[src/rtl/imem_read_arbiter.sv]
// Two-port round-robin arbiter in front of a synchronous instruction ROM.
// One word read outstanding at a time; misaligned requests get an error response.
module imem_read_arbiter #(
    parameter int ADDR_DEPTH = 14
) (
    input  logic                  CLK,
    input  logic                  RST_N,
    input  logic                  F_REQ,
    input  logic [ADDR_DEPTH+1:0] F_ADDR,
    output logic                  F_GNT,
    output logic                  F_RVALID,
    output logic [31:0]           F_RDATA,
    output logic                  F_RERR,
    input  logic                  F_RREADY,
    input  logic                  D_REQ,
    input  logic [ADDR_DEPTH+1:0] D_ADDR,
    output logic                  D_GNT,
    output logic                  D_RVALID,
    output logic [31:0]           D_RDATA,
    output logic                  D_RERR,
    input  logic                  D_RREADY,
    output logic                  MEM_RDEN,
    output logic [ADDR_DEPTH-1:0] MEM_ADDR,
    input  logic [31:0]           MEM_DATA
);

    typedef enum logic [1:0] {
        IDLE       = 2'd0,
        ISSUE_WAIT = 2'd1,
        RESP       = 2'd2
    } state_t;

    state_t      state_q, state_d;
    logic        owner_q, owner_d;
    logic        prio_q, prio_d;
    logic        err_q, err_d;
    logic [31:0] hold_q, hold_d;

    logic                  win;
    logic                  mis;
    logic [ADDR_DEPTH+1:0] sel_addr;

    always_ff @(posedge CLK or negedge RST_N) begin
        if (!RST_N) begin
            state_q <= IDLE;
            owner_q <= 1'b0;
            prio_q  <= 1'b0;
            err_q   <= 1'b0;
            hold_q  <= '0;
        end else begin
            state_q <= state_d;
            owner_q <= owner_d;
            prio_q  <= prio_d;
            err_q   <= err_d;
            hold_q  <= hold_d;
        end
    end

    // prio_q set means port 1 wins a tie
    always_comb begin
        state_d  = state_q;
        owner_d  = owner_q;
        prio_d   = prio_q;
        err_d    = err_q;
        hold_d   = hold_q;
        F_GNT    = 1'b0;
        D_GNT    = 1'b0;
        F_RVALID = 1'b0;
        F_RDATA  = '0;
        F_RERR   = 1'b0;
        D_RVALID = 1'b0;
        D_RDATA  = '0;
        D_RERR   = 1'b0;
        MEM_RDEN = 1'b0;
        MEM_ADDR = '0;
        win      = D_REQ && (!F_REQ || prio_q);
        sel_addr = win ? D_ADDR : F_ADDR;
        mis      = sel_addr[1:0] != 2'b00;

        unique case (state_q)
            IDLE: begin
                // grants are held off while reset is asserted
                if (RST_N && (F_REQ || D_REQ)) begin
                    F_GNT   = !win;
                    D_GNT   = win;
                    owner_d = win;
                    prio_d  = !win;
                    err_d   = mis;
                    if (!mis) begin
                        MEM_RDEN = 1'b1;
                        MEM_ADDR = sel_addr[ADDR_DEPTH+1:2];
                    end
                    state_d = ISSUE_WAIT;
                end
            end
            ISSUE_WAIT: begin
                hold_d  = err_q ? 32'd0 : MEM_DATA;
                state_d = RESP;
            end
            RESP: begin
                if (owner_q) begin
                    D_RVALID = 1'b1;
                    D_RDATA  = hold_q;
                    D_RERR   = err_q;
                    if (D_RREADY) state_d = IDLE;
                end else begin
                    F_RVALID = 1'b1;
                    F_RDATA  = hold_q;
                    F_RERR   = err_q;
                    if (F_RREADY) state_d = IDLE;
                end
            end
            default: state_d = IDLE;
        endcase
    end

endmodule
[config.mk]
export PLATFORM = sky130hd
export DESIGN_NAME = imem_read_arbiter
export DESIGN_NICKNAME = d
export VERILOG_FILES = /design/src/rtl/imem_read_arbiter.sv
export SDC_FILE = /design/constraint.sdc
export NUM_CORES = 1
export LEC_CHECK = 0
export CAP_MARGIN = 30
export CORE_MARGIN = 4
export CORE_UTILIZATION = 40
export CTS_BUF_LIST = sky130_fd_sc_hd__clkbuf_2
export DETAILED_ROUTE_END_ITERATION = 6
export PLACE_DENSITY = 0.84
export SYNTH_ARGS = -nofsm -noshare
export SYNTH_HDL_FRONTEND = slang
export SYNTH_SLANG_ARGS = --single-unit
[constraint.sdc]
create_clock -name CLK -period 3.82 [get_ports CLK]
set_clock_uncertainty 0.05 [all_clocks]
set_input_delay 0.382 -clock CLK [delete_from_list [all_inputs] [get_ports CLK]]
set_output_delay 0.382 -clock CLK [all_outputs]
set_load 0.005 [all_outputs]
==> flow_summary.toml <==
[floorplanning]
core_area_um2 = 5610
initial_core_util = 0.419
die_y_um = 84.6
die-area_um2 = 7160
rows = 27
die_w_um = 84.6
io_pins = 155

[logic_synthesis]
async_flop_share = 1.00
synth_top_area_frac = 0.394
synth_simple_gate_area_share = 0.382
syn_area_um2 = 2350
syn-instance-count = 294
synth_cell_types = 21
yosys-top-cells-count = "and2_1, dfrtp_1, o21ai_0"
yosysWarnings = 0
yosys.area_share.adder = 0
synth_edf_count = 0
synth_xor_area_frac = 0
synth_seq_area_share = 0.394
avgSynthCellArea_um2 = 7.98
ys_ff_latch = 37
yosys.area.top_type = "dfrtp_1"
synth.area.mux_share = 0.00959
yosys.cell_count.top_type = "and2_1"
ys_top_cells_by_area = "dfrtp_1, and2_1, nand2b_1"
mappedNetlistNets = 364
synth_top_family_by_area = "simple AND/OR/NAND/NOR gates"
synth_compound_area_frac = 0.164
synth_flop_cell = "dfrtp_1"

[clock_tree]
htree_num_levels = 2
clk_pin_slew_worst_paths_ps = 180
clk-insertion-delay-late_ps = 350
root_buffer = "clkbuf_2"
cts_resized = 0
cts_buffer_depth = 2
clkSinkCount = 37
cts_setup_buffers = 0
cts_tree = "yes"
cts_made_buffers = 5
hold_buffers = 1

[critical_path]
start_kind = "input port"
critical_path_class = "in2out"
crit_required_ps = 3390
cp_max_fo = 21
crit_path_end_kind = "primary output"
cp.arrival_ps = 2550

[global_routing]
overflow = 0
grt_max_degree = 66
grt_pass1_vias = 2365
antenna_found_initial = 0
grt_pass1_wl_mm = 11.5
grt_util_all_layers = 0.197

[timing]
setup_ws_ps = 833
rsz0062_at_grt = "no"
setup-violations-final = 0
fin_crit_sh = 0.782
fin_crit_ps = 2990
hold_viol_final = 0
drv_slew = 0
fmax_ghz = 0.335
tns_ps = 0
holdWs_ps = 460
tightest_slew_ps = 995
max-slew-margin-rel = 0.336

[power_and_ir_drop]
leakage_nw = 1.58
p_total_mw = 1.59
power_density_nw_per_um2 = 398
peakVddDrop_uv = 257

[place]
pre_cts_ws_ps = 1090
place.gp.congestion = 0.779
port_buffers = 154
hpwl_mm = 5.48

[outcome]
status = "complete, no violations"

[detailed_routing]
initialDrtViolationCount = 90
drtPass1Iterations = 4
vias = 2517
drt-total-wl_mm = 7.15
drtAntennaViolNets = 0
wl_per_cell_um = 14.0
drc = 0
viasPerCell = 4.94

[finish]
fin_nets = 508
area_delta_synth_final_pct = 69.9
final_util = 0.711
layout-drive-gt1-share = 0.0502
num_antenna_cells = 0

[worst_hold_path]
hold_class = "reg2reg"

[flow_run]
maxCapViolations = 0
[metrics by stage]
step                      instance area, um^2  cells
after detailed placement                 3930    501
after global placement                   3930    501
after floorplan                          2350    294
final                                    3990    510
after global routing                     3990    510
after CTS                                3970    509
[kinds of logic (layout without fill, tap and decap cells)]
group           count (synthesis)  after routing
simple gates                  158            158
compound gates                 68             68
mux                             2              2
flops                          37             37
buf+inv                        29            173
[worst max-delay path, stage by stage]
cell and delay [ps]:
dlygate4sd3_1 550, buf_2 120, or3b_1 400, or2_4 340, o21ba_2 260, clkdlybuf4s50_1 500
[report_power, final]
group / leakage [nW] / internal (mW) / switching, mW
registers: 0.479 / 0.534 / 0.0920
clock network: 0.0265 / 0.0428 / 0.121
logic: 1.08 / 0.425 / 0.372
[worst paths after layout]
path	slack, ps	depth (start not counted)	from	to
max	830	6	RST_N	MEM_RDEN
min	460	2	hold_q[12]	hold_q[12]
max reg2reg	2200	3	state_q[1]	prio_q
min reg2reg	460	2	hold_q[12]	hold_q[12]
max in group asynchronous	2810	3	RST_N	err_q
min in group asynchronous	570	3	RST_N	hold_q[21]
[per-layer routing]
metal | global-route usage | wire length (um)
met1 | 0.225 | 2880
met5 | 0 | 0
met4 | 0.0432 | 53
met3 | 0.0618 | 631
met2 | 0.360 | 3590
[final cells by class]
cell class,instances,area (um^2)
sequential,37,926
tap,72,90.1
timing repair buffer,163,1610
fill,477,1620
multi-input combinational,228,1310
clock buffer,6,30.0
clock inverter,1,3.75
inverter,3,11.3
[registers in the layout (all words and copies together), names as in the netlist]
name	count
prio_q	1
hold_q	32
err_q	1
state_q	2
owner_q	1
[cell usage in the layout (no fill, tap or decap), drive strengths merged, types with 2 or more instances in the layout]
master,Yosys,routed
a21oi,15,15
nand4,14,14
clkbuf,25,6
and2,66,66
buf,1,9
mux2,2,2
clkdlybuf4s50,0,153
o21ai,36,36
nand2,33,33
nand2b,34,34
inv,3,3
nor2,6,6
dfrtp,37,37
o211ai,14,14
No activity file was read; power rests on OpenSTA's default activity.
